==> config.mk <==
export PLATFORM = sky130hd
export DESIGN_NAME = tug_referee_flat
export DESIGN_NICKNAME = d
export VERILOG_FILES = /design/src/rtl/tow_pkg.sv /design/src/rtl/tug_referee_if.sv /design/src/rtl/key_pulse.sv /design/src/rtl/tug_referee_chk.sv /design/src/rtl/tug_referee.sv /design/src/flat_wrapper.sv
export SDC_FILE = /design/constraint.sdc
export NUM_CORES = 1
export LEC_CHECK = 0
export ABC_AREA = 1
export CAP_MARGIN = 10
export CORE_MARGIN = 1
export CORE_UTILIZATION = 39
export CTS_CLUSTER_SIZE = 14
export DETAILED_ROUTE_END_ITERATION = 7
export SLEW_MARGIN = 0
export SYNTH_ARGS = -nofsm -noshare
export SYNTH_HDL_FRONTEND = slang
export SYNTH_HIERARCHICAL = 1
export SYNTH_SLANG_ARGS = --single-unit
==> constraint.sdc <==
create_clock -name clock -period 1.7 [get_ports clock]
set_clock_uncertainty 0.15 [all_clocks]
set_input_delay 0.425 -clock clock [delete_from_list [all_inputs] [get_ports clock]]
set_output_delay 0.425 -clock clock [all_outputs]
set_load 0.05 [all_outputs]
==> src/rtl/tow_pkg.sv <==
// Shared definitions for the tug-of-war referee: FSM states, winner codes,
// score width and the saturating score increment.
package tow_pkg;

  localparam int SCORE_W = 3;

  typedef enum logic [1:0] {
    INIT = 2'd0,
    PLAY = 2'd1,
    SHOW = 2'd2,
    OVER = 2'd3
  } state_t;

  typedef logic [1:0] winner_t;

  localparam winner_t WIN_NONE = 2'b00;
  localparam winner_t WIN_L    = 2'b10;
  localparam winner_t WIN_R    = 2'b01;

  // Increments a score but never beyond the match-ending limit.
  function automatic logic [SCORE_W-1:0] sat_inc(
    input logic [SCORE_W-1:0] val,
    input logic [SCORE_W-1:0] lim
  );
    logic [SCORE_W-1:0] res;
    if (val >= lim) begin
      res = val;
    end else begin
      res = val + {{(SCORE_W-1){1'b0}}, 1'b1};
    end
    return res;
  endfunction

endpackage

==> src/rtl/tug_referee_if.sv <==
// Player keys, playfield status/commands and score display bundled together.
interface tug_referee_if;
  import tow_pkg::*;

  logic               key_l;
  logic               key_r;
  logic               edge_l;
  logic               edge_r;
  logic               move_l;
  logic               move_r;
  logic               field_reset;
  logic [SCORE_W-1:0] score_l;
  logic [SCORE_W-1:0] score_r;
  logic [1:0]         winner;
  logic               match_over;

  modport master (
    input  key_l, key_r, edge_l, edge_r,
    output move_l, move_r, field_reset, score_l, score_r, winner, match_over
  );

  modport slave (
    output key_l, key_r, edge_l, edge_r,
    input  move_l, move_r, field_reset, score_l, score_r, winner, match_over
  );

endinterface

==> src/rtl/key_pulse.sv <==
// Two-flop synchronizer plus rising-edge detector: one registered pulse per
// press, three clock edges after the key goes high.
module key_pulse (
  input  logic clock,
  input  logic reset,
  input  logic key,
  output logic pulse
);

  logic sync1_r;
  logic sync2_r;
  logic prev_r;
  logic pulse_r;

  // Synchronize the asynchronous key and register its rising edge.
  always_ff @(posedge clock) begin
    if (reset) begin
      sync1_r <= 1'b0;
      sync2_r <= 1'b0;
      prev_r  <= 1'b0;
      pulse_r <= 1'b0;
    end else begin
      sync1_r <= key;
      sync2_r <= sync1_r;
      prev_r  <= sync2_r;
      pulse_r <= sync2_r & ~prev_r;
    end
  end

  assign pulse = pulse_r;

endmodule

==> src/rtl/tug_referee_chk.sv <==
// Simulation-only safety properties on the referee outputs.
module tug_referee_chk
  import tow_pkg::*;
#(
  parameter int WIN_SCORE = 7
) (
  input logic               clock,
  input logic               reset,
  input logic               move_l,
  input logic               move_r,
  input logic               field_reset,
  input logic [SCORE_W-1:0] score_l,
  input logic [SCORE_W-1:0] score_r,
  input logic               match_over
);

  localparam logic [SCORE_W-1:0] WIN_VAL = SCORE_W'(WIN_SCORE);

  a_moves_exclusive: assert property (@(posedge clock) disable iff (reset)
    !(move_l && move_r));

  a_score_l_sat: assert property (@(posedge clock) disable iff (reset)
    score_l <= WIN_VAL);

  a_score_r_sat: assert property (@(posedge clock) disable iff (reset)
    score_r <= WIN_VAL);

  a_recentre_quiet: assert property (@(posedge clock) disable iff (reset)
    field_reset |-> !(move_l || move_r));

  a_over_quiet: assert property (@(posedge clock) disable iff (reset)
    match_over |-> !(move_l || move_r || field_reset));

endmodule

==> src/rtl/tug_referee.sv <==
// Tug-of-war referee: turns key presses into playfield moves, scores points
// when the light is pulled off an edge, and ends the match at WIN_SCORE.
module tug_referee
  import tow_pkg::*;
#(
  parameter int HOLD_CYCLES = 4,
  parameter int WIN_SCORE   = 7
) (
  input  logic          clock,
  input  logic          reset,
  tug_referee_if.master bus
);

  localparam int                 HOLD_W    = $clog2(HOLD_CYCLES + 1);
  localparam logic [HOLD_W-1:0]  HOLD_LAST = HOLD_W'(HOLD_CYCLES - 1);
  localparam logic [HOLD_W-1:0]  HOLD_ONE  = HOLD_W'(1);
  localparam logic [SCORE_W-1:0] WIN_VAL   = SCORE_W'(WIN_SCORE);

  logic               req_l_s;
  logic               req_r_s;

  state_t             state_r;
  state_t             state_s;
  logic [HOLD_W-1:0]  hold_cnt_r;
  logic [HOLD_W-1:0]  hold_cnt_s;
  logic [SCORE_W-1:0] score_l_r;
  logic [SCORE_W-1:0] score_l_s;
  logic [SCORE_W-1:0] score_r_r;
  logic [SCORE_W-1:0] score_r_s;
  winner_t            winner_r;
  winner_t            winner_s;
  logic               over_r;
  logic               over_s;
  logic               move_l_s;
  logic               move_r_s;
  logic               field_reset_s;

  key_pulse u_key_l (
    .clock (clock),
    .reset (reset),
    .key   (bus.key_l),
    .pulse (req_l_s)
  );

  key_pulse u_key_r (
    .clock (clock),
    .reset (reset),
    .key   (bus.key_r),
    .pulse (req_r_s)
  );

  // State, hold counter, scores and winner registers.
  always_ff @(posedge clock) begin
    if (reset) begin
      state_r    <= INIT;
      hold_cnt_r <= '0;
      score_l_r  <= '0;
      score_r_r  <= '0;
      winner_r   <= WIN_NONE;
      over_r     <= 1'b0;
    end else begin
      state_r    <= state_s;
      hold_cnt_r <= hold_cnt_s;
      score_l_r  <= score_l_s;
      score_r_r  <= score_r_s;
      winner_r   <= winner_s;
      over_r     <= over_s;
    end
  end

  // Next-state, scoring and playfield command decode.
  always_comb begin
    state_s       = state_r;
    hold_cnt_s    = hold_cnt_r;
    score_l_s     = score_l_r;
    score_r_s     = score_r_r;
    winner_s      = winner_r;
    over_s        = over_r;
    move_l_s      = 1'b0;
    move_r_s      = 1'b0;
    field_reset_s = 1'b0;

    case (state_r)
      INIT: begin
        field_reset_s = 1'b1;
        winner_s      = WIN_NONE;
        hold_cnt_s    = '0;
        state_s       = PLAY;
      end

      PLAY: begin
        move_l_s   = req_l_s & ~req_r_s;
        move_r_s   = req_r_s & ~req_l_s;
        hold_cnt_s = '0;
        // The move still goes out on the scoring cycle; the edge only counts
        // when it matches the direction being pulled.
        if (move_l_s && bus.edge_l) begin
          score_l_s = sat_inc(score_l_r, WIN_VAL);
          winner_s  = WIN_L;
          state_s   = SHOW;
        end else if (move_r_s && bus.edge_r) begin
          score_r_s = sat_inc(score_r_r, WIN_VAL);
          winner_s  = WIN_R;
          state_s   = SHOW;
        end else begin
          state_s = PLAY;
        end
      end

      SHOW: begin
        if (hold_cnt_r == HOLD_LAST) begin
          hold_cnt_s = '0;
          if ((score_l_r == WIN_VAL) || (score_r_r == WIN_VAL)) begin
            over_s  = 1'b1;
            state_s = OVER;
          end else begin
            winner_s = WIN_NONE;
            state_s  = INIT;
          end
        end else begin
          hold_cnt_s = hold_cnt_r + HOLD_ONE;
        end
      end

      OVER: begin
        over_s  = 1'b1;
        state_s = OVER;
      end

      default: begin
        winner_s = WIN_NONE;
        over_s   = 1'b0;
        state_s  = INIT;
      end
    endcase
  end

  // INIT is the reset state, so the re-centre pulse is held off until reset
  // is released to keep it to exactly one cycle.
  assign bus.field_reset = field_reset_s & ~reset;
  assign bus.move_l      = move_l_s & ~reset;
  assign bus.move_r      = move_r_s & ~reset;
  assign bus.score_l     = score_l_r;
  assign bus.score_r     = score_r_r;
  assign bus.winner      = winner_r;
  assign bus.match_over  = over_r;

  tug_referee_chk #(
    .WIN_SCORE (WIN_SCORE)
  ) u_chk (
    .clock       (clock),
    .reset       (reset),
    .move_l      (bus.move_l),
    .move_r      (bus.move_r),
    .field_reset (bus.field_reset),
    .score_l     (bus.score_l),
    .score_r     (bus.score_r),
    .match_over  (bus.match_over)
  );

endmodule

==> src/flat_wrapper.sv <==
// flat-port wrapper written by rule: the top's interface ports become plain ports
module tug_referee_flat import tow_pkg::*;
#(
  parameter int HOLD_CYCLES = 4,
  parameter int WIN_SCORE   = 7
)
  (clock, reset, bus_key_l, bus_key_r, bus_edge_l, bus_edge_r, bus_move_l, bus_move_r, bus_field_reset, bus_score_l, bus_score_r, bus_winner, bus_match_over);
  tug_referee_if bus_i ();
  input  logic clock;
  input  logic reset;
  input wire logic [$bits(bus_i.key_l)-1:0] bus_key_l;
  input wire logic [$bits(bus_i.key_r)-1:0] bus_key_r;
  input wire logic [$bits(bus_i.edge_l)-1:0] bus_edge_l;
  input wire logic [$bits(bus_i.edge_r)-1:0] bus_edge_r;
  output wire logic [$bits(bus_i.move_l)-1:0] bus_move_l;
  output wire logic [$bits(bus_i.move_r)-1:0] bus_move_r;
  output wire logic [$bits(bus_i.field_reset)-1:0] bus_field_reset;
  output wire logic [$bits(bus_i.score_l)-1:0] bus_score_l;
  output wire logic [$bits(bus_i.score_r)-1:0] bus_score_r;
  output wire logic [$bits(bus_i.winner)-1:0] bus_winner;
  output wire logic [$bits(bus_i.match_over)-1:0] bus_match_over;
  assign bus_i.key_l = bus_key_l;
  assign bus_i.key_r = bus_key_r;
  assign bus_i.edge_l = bus_edge_l;
  assign bus_i.edge_r = bus_edge_r;
  assign bus_move_l = bus_i.move_l;
  assign bus_move_r = bus_i.move_r;
  assign bus_field_reset = bus_i.field_reset;
  assign bus_score_l = bus_i.score_l;
  assign bus_score_r = bus_i.score_r;
  assign bus_winner = bus_i.winner;
  assign bus_match_over = bus_i.match_over;
  tug_referee #(.HOLD_CYCLES(HOLD_CYCLES), .WIN_SCORE(WIN_SCORE)) u_core (.clock(clock), .reset(reset), .bus(bus_i));
endmodule
### Word level (Yosys, flattened, before mapping)

Index checks and enable logic that the tools add are counted.

| storage, ports and cells | value |
|---|---|
| flip-flop bits (word level) | 22 |
| bits of input ports | 6 |
| output and inout port bits | 12 |
| word-level logic and storage cells | 74 |

| operators by class | value |
|---|---|
| add/subtract/negate cells | 3 |
| $lt $le $gt $ge | 2 |
| equal/unequal tests | 10 |
| multiplexer cells | 18 |
| bitwise operators | 15 |
| reduce and logical (&&, ||, !) cells | 12 |

Operators by type and width:

| operator | count |
|---|---|
| 2-bit 2-to-1 mux | 8 |
| 3-bit by 1-bit adder with 3-bit output (second input constant) | 3 |
| 1-bit inverter | 8 |
| 2-bit case mux with 4 select lines | 1 |
| 4-bit AND reduction | 2 |
| 1-bit bitwise AND | 7 |
| 3-bit equality test (second input constant) | 2 |
| 3-bit greater-or-equal comparator (second input constant) | 2 |
| 2-bit case mux with 3 select lines | 1 |
| 3-bit case mux with 2 select lines | 1 |
| 3-bit AND reduction | 2 |
| 1-bit 2-to-1 mux | 5 |
| 2-bit equality test (second input constant) | 2 |
| 2-bit by 1-bit inequality test with 1-bit output (second input constant) | 2 |
| 2-bit nonzero test | 2 |
| 3-bit by 2-bit equality test with 1-bit output (second input constant) | 1 |
| 3-bit 2-to-1 mux | 1 |
| 3-bit by 1-bit inequality test with 1-bit output (second input constant) | 1 |
| 3-bit nonzero test | 1 |
| 2-bit by 1-bit equality test with 1-bit output (second input constant) | 1 |
| 1-bit logical AND | 2 |
| 2-bit logical NOT | 1 |
| 2-bit inequality test (second input constant) | 1 |
| 1-bit case mux with 2 select lines | 1 |
| other kinds (2) | 2 |

### Longest topological paths before layout

| logic depth | value |
|---|---|
| depth in word-level cells | 6 |
| gate-level depth with buffers | 9 |
| depth with buffers taken out | 9 |

### Modules after synthesis

Netlist, hierarchy kept.

By module, submodules not included:

| module | instances | cells an instance | area each (µm²) | sequential area each (µm²) |
|---|---|---|---|---|
| tug_referee | 1 | 110 | 792.0 | 280.3 |
| key_pulse | 2 | 12 | 115.1 | 80.1 |

### Worst setup path after synthesis

No wires, ideal clock.

| timing path | value |
|---|---|
| kind | register to output |
| from | reg u_core.state_r[0] |
| to | out bus_move_l |
| data arrival time | 2.127 ns |
| required time | 1.125 ns |
| setup slack | -1.002 ns |
| stages on the path, launching flop included | 5 |
| buffers on the path | 0 |
| path through | dfxtp_1 -> inv_2 -> nor2_8 -> inv_1 -> nor4_1 |

| on the way | value |
|---|---|
| cells in the longest elaborated chain, start to end | 3 |

Ends and longest elaborated chain:

| element | RTL line | RTL |
|---|---|---|
| start: declaration | tug_referee.sv:22 | `state_t state_r;` |
| start signal: assignment | tug_referee.sv:62 | `state_r <= state_s;` |
| 2-bit by 1-bit equality test with 1-bit output | tug_referee.sv:83 | `case (state_r)` |
| 1-bit 2-to-1 mux | tug_referee.sv:83 |  |
| 1-bit bitwise AND | tug_referee.sv:141 | `assign bus.move_l = move_l_s & ~reset;` |
| end: declaration | flat_wrapper.sv:15 | `output wire logic [$bits(bus_i.move_l)-1:0] bus_move_l;` |

Every way passes these cells.

### Worst setup path in the final report

| timing path | value |
|---|---|
| from | reg u_core.state_r[0] |
| to | out bus_move_r |

| on the way | value |
|---|---|
| cells in the longest elaborated chain, start to end | 3 |

Ends and longest elaborated chain:

| element | RTL line | RTL |
|---|---|---|
| 2-bit by 1-bit equality test with 1-bit output | tug_referee.sv:83 |  |
| 1-bit 2-to-1 mux | tug_referee.sv:83 |  |
| 1-bit bitwise AND | tug_referee.sv:142 | `assign bus.move_r = move_r_s & ~reset;` |
| end: declaration | flat_wrapper.sv:16 | `output wire logic [$bits(bus_i.move_r)-1:0] bus_move_r;` |

Every way passes these cells.

==> flow_summary.ini <==
[die]
placementRows = 18
die_x_um = 53.2
die_area_mm2 = 0.00283
die_y_um = 53.2
start_util_pct = 41.3
core_area_mm2 = 0.00248
io_pins = 18

[global_routing]
grt_pass1_vias = 812
grt_max_degree = 14
track_usage_pct = 17.2
overflow = 0
antenna_found_initial = 0
grt_pass1_wl_mm = 3.39

[yosys]
synth-edff-count = 0
synth_common_cells = nor2_1, dfxtp_1, nand2_1
ys_types = 22
syn_nets = 145
syn-instance-count = 134
avgSynthCellArea_um2 = 7.63
synth-main-ff-cell = dfxtp_1
synth_area_leader_cell = dfxtp_1
ys_seq_area_share_pct = 43.1
synth.most_common_cell = nor2_1
synth_seq_cells = 22
yosysTopAreaCellShare_pct = 43.1
mappedNetlistArea_mm2 = 0.00102
async_reset_ff_share_pct = 0
synthTopCellsByArea = dfxtp_1, nor2_1, nand2_1
yosysWarningCount = 6

[worst_setup_path]
cp_cell_sequence = inv_4 > nor2_8 > inv_4 > buf_6 > nor3_4 > buf_12
crit_type = register to primary output
required_ps = 1120
r2r-start = u_core/bus.score_l[0]
endpoint_kind = primary output
path_buf_inv = 4
critPathMostFrequentCell = inv_4
critPathTopFamily = flip-flops
cp_slowest_cell = dfxtp_2
path_max_fanout = 2
reg2reg_slack_ps = 140
startpoint = u_core/state_r[0]
start_kind = register
critPathMaxStageDelay_ps = 380
cp.arrival_ps = 1280

[cts]
cts_buffers = 3
cts_tree = yes
cts_buffer_depth = 2
root_buffer = clkbuf_4
htree_levels = 1
clkTransAtPathRegs_ps = 130
numClockSinks = 22
cts_hold_buf = 0
worst_skew_pair.late_latency_ps = 310

[power_and_ir_drop]
ir_drop_mv = 0.543
powerDensity_mw_per_mm2 = 735
leakage_nw = 0.725

[routing]
postRouteAntennaNets = 0
vias = 885
drtIter0Drc = 13
drc_errors = 0
avgRoutedWirePerCell_um = 9.88
via_per_inst = 4.54
drt-pass1-iter-count = 4
routed_wl_mm = 1.93

[finish]
finish.utilization_pct = 62.5
drive_gt1_share_pct = 37.0
nets = 177
syn2layout_area_growth_pct = 51.4
diodes = 0
fin_area_mm2 = 0.00155
fill_cells = 215

[run]
maxCapViolCount = 0

[min_path]
hold_start = u_core/u_key_r/prev_r
holdCritPathClass = register to register

[sta]
finalSetupTns_ps = -311
hold_viol = 0
fmax_ghz = 0.539
rsz0062_at_grt = yes
fin_crit_sh_pct = 109
setup_ws_ps = -154
maxSlewViolCount = 0
slew_headroom_pct = 78.3
worstMarginPinSlew_ps = 326
min_period_ps = 1850
setup_viol = 3

[place]
dp_slack_ps = -323
post-dp-hpwl_mm = 1.50
port_buffers = 17
gp_congestion = 0.754
placed_area_mm2 = 0.00143

[run_status]
outcome = finished, violations left
failed_checks = negative setup slack
per-layer routing:
layer  routed length [um]  GRT usage (%)
met1                  863           20.8
met2                  983           28.5
met3                   50           3.45
met4                   29           9.21
met5                    0              0
state kept, by name, indices dropped and copies added, names as in the netlist:
register / cells
u_core/u_key_r/pulse: 1
u_core/u_key_r/sync1_r: 1
u_core/bus.score_r: 3
u_core/u_key_r/sync2_r: 1
u_core/u_key_r/prev_r: 1
u_core/u_key_l/prev_r: 1
u_core/bus.score_l: 3
u_core/u_key_l/sync1_r: 1
u_core/u_key_l/pulse: 1
u_core/hold_cnt_r: 3
u_core/bus.winner: 2
u_core/bus.match_over: 1
u_core/u_key_l/sync2_r: 1
u_core/state_r: 2
placed cells by master (no fill, tap or decap), types with 2 or more instances in the layout:
cell	netlist	final
nand2_2	4	6
dfxtp_2	0	4
inv_2	4	4
clkbuf_4	0	3
nor2_1	29	28
buf_12	0	12
ha_1	5	4
inv_1	18	16
nand3_2	2	2
nor3_4	0	2
nand3_1	7	7
o21ai_0	5	4
nand2_1	21	19
nor2_2	2	3
nor2_4	2	2
inv_4	0	2
dfxtp_1	22	15
dfxtp_4	0	3
buf_4	0	11
clkdlybuf4s50_1	0	4
a21oi_1	3	3
what timing repair did:
item / in CTS / in global routing
setup buffers: 4 / 0
setup endpoints to repair: 3 / 6
gates resized for setup: 10 / 7
pin swaps: 3 / 4
kinds of logic after synthesis:
| kind of cell | after synthesis | share of synthesized area, % |
|---|---|---|
| fa+ha+maj | 5 | 6.12 |
| compound gates | 9 | 4.65 |
| simple gates | 74 | 36.2 |
| buf+inv | 24 | 9.91 |
| flops | 22 | 43.1 |
final cells by class:
type	instances	area [um2]	area share, %
tap	30	37.5	2.43
clock inverter	1	30.0	1.94
multi-input combinational	88	528	34.1
timing repair buffer	29	385	24.9
clock buffer	3	22.5	1.46
sequential	22	457	29.5
inverter	22	87.6	5.66
path summary, 6_finish.rpt:
kind,endpoint,depth (start not counted)
setup / recovery,bus_move_r,6
hold / removal,u_core/u_key_r/pulse,1
setup reg to reg,u_core/state_r[1],8
hold reg to reg,u_core/u_key_r/pulse,1
power breakdown:
part | internal [W] | switching [W] | total, W
sequential | 0.000529 | 0.0000145 | 0.000544
clock | 0.000238 | 0.000156 | 0.000395
combinational | 0.0000931 | 0.000106 | 0.000200
total | 0.000861 | 0.000277 | 0.00114
through the flow:
stage	power, W	hold WS (ps)	cells
after detailed placement	0.000742	242	187
after global placement	0.000738	237	187
after global routing	0.00119	273	195
after CTS	0.00116	257	195
final	0.00114	253	195
after floorplan	0.000659	232	134
worst reg2reg max path: stages (launching register included):
cell and delay (ps):
dfxtp_2 370, ha_1 200, ha_1 200, nor2_1 120, nand2_1 70, nand2_2 80, nand2_2 70, a21oi_1 170
nor2_1 50
(Power assumes the default switching activity.)
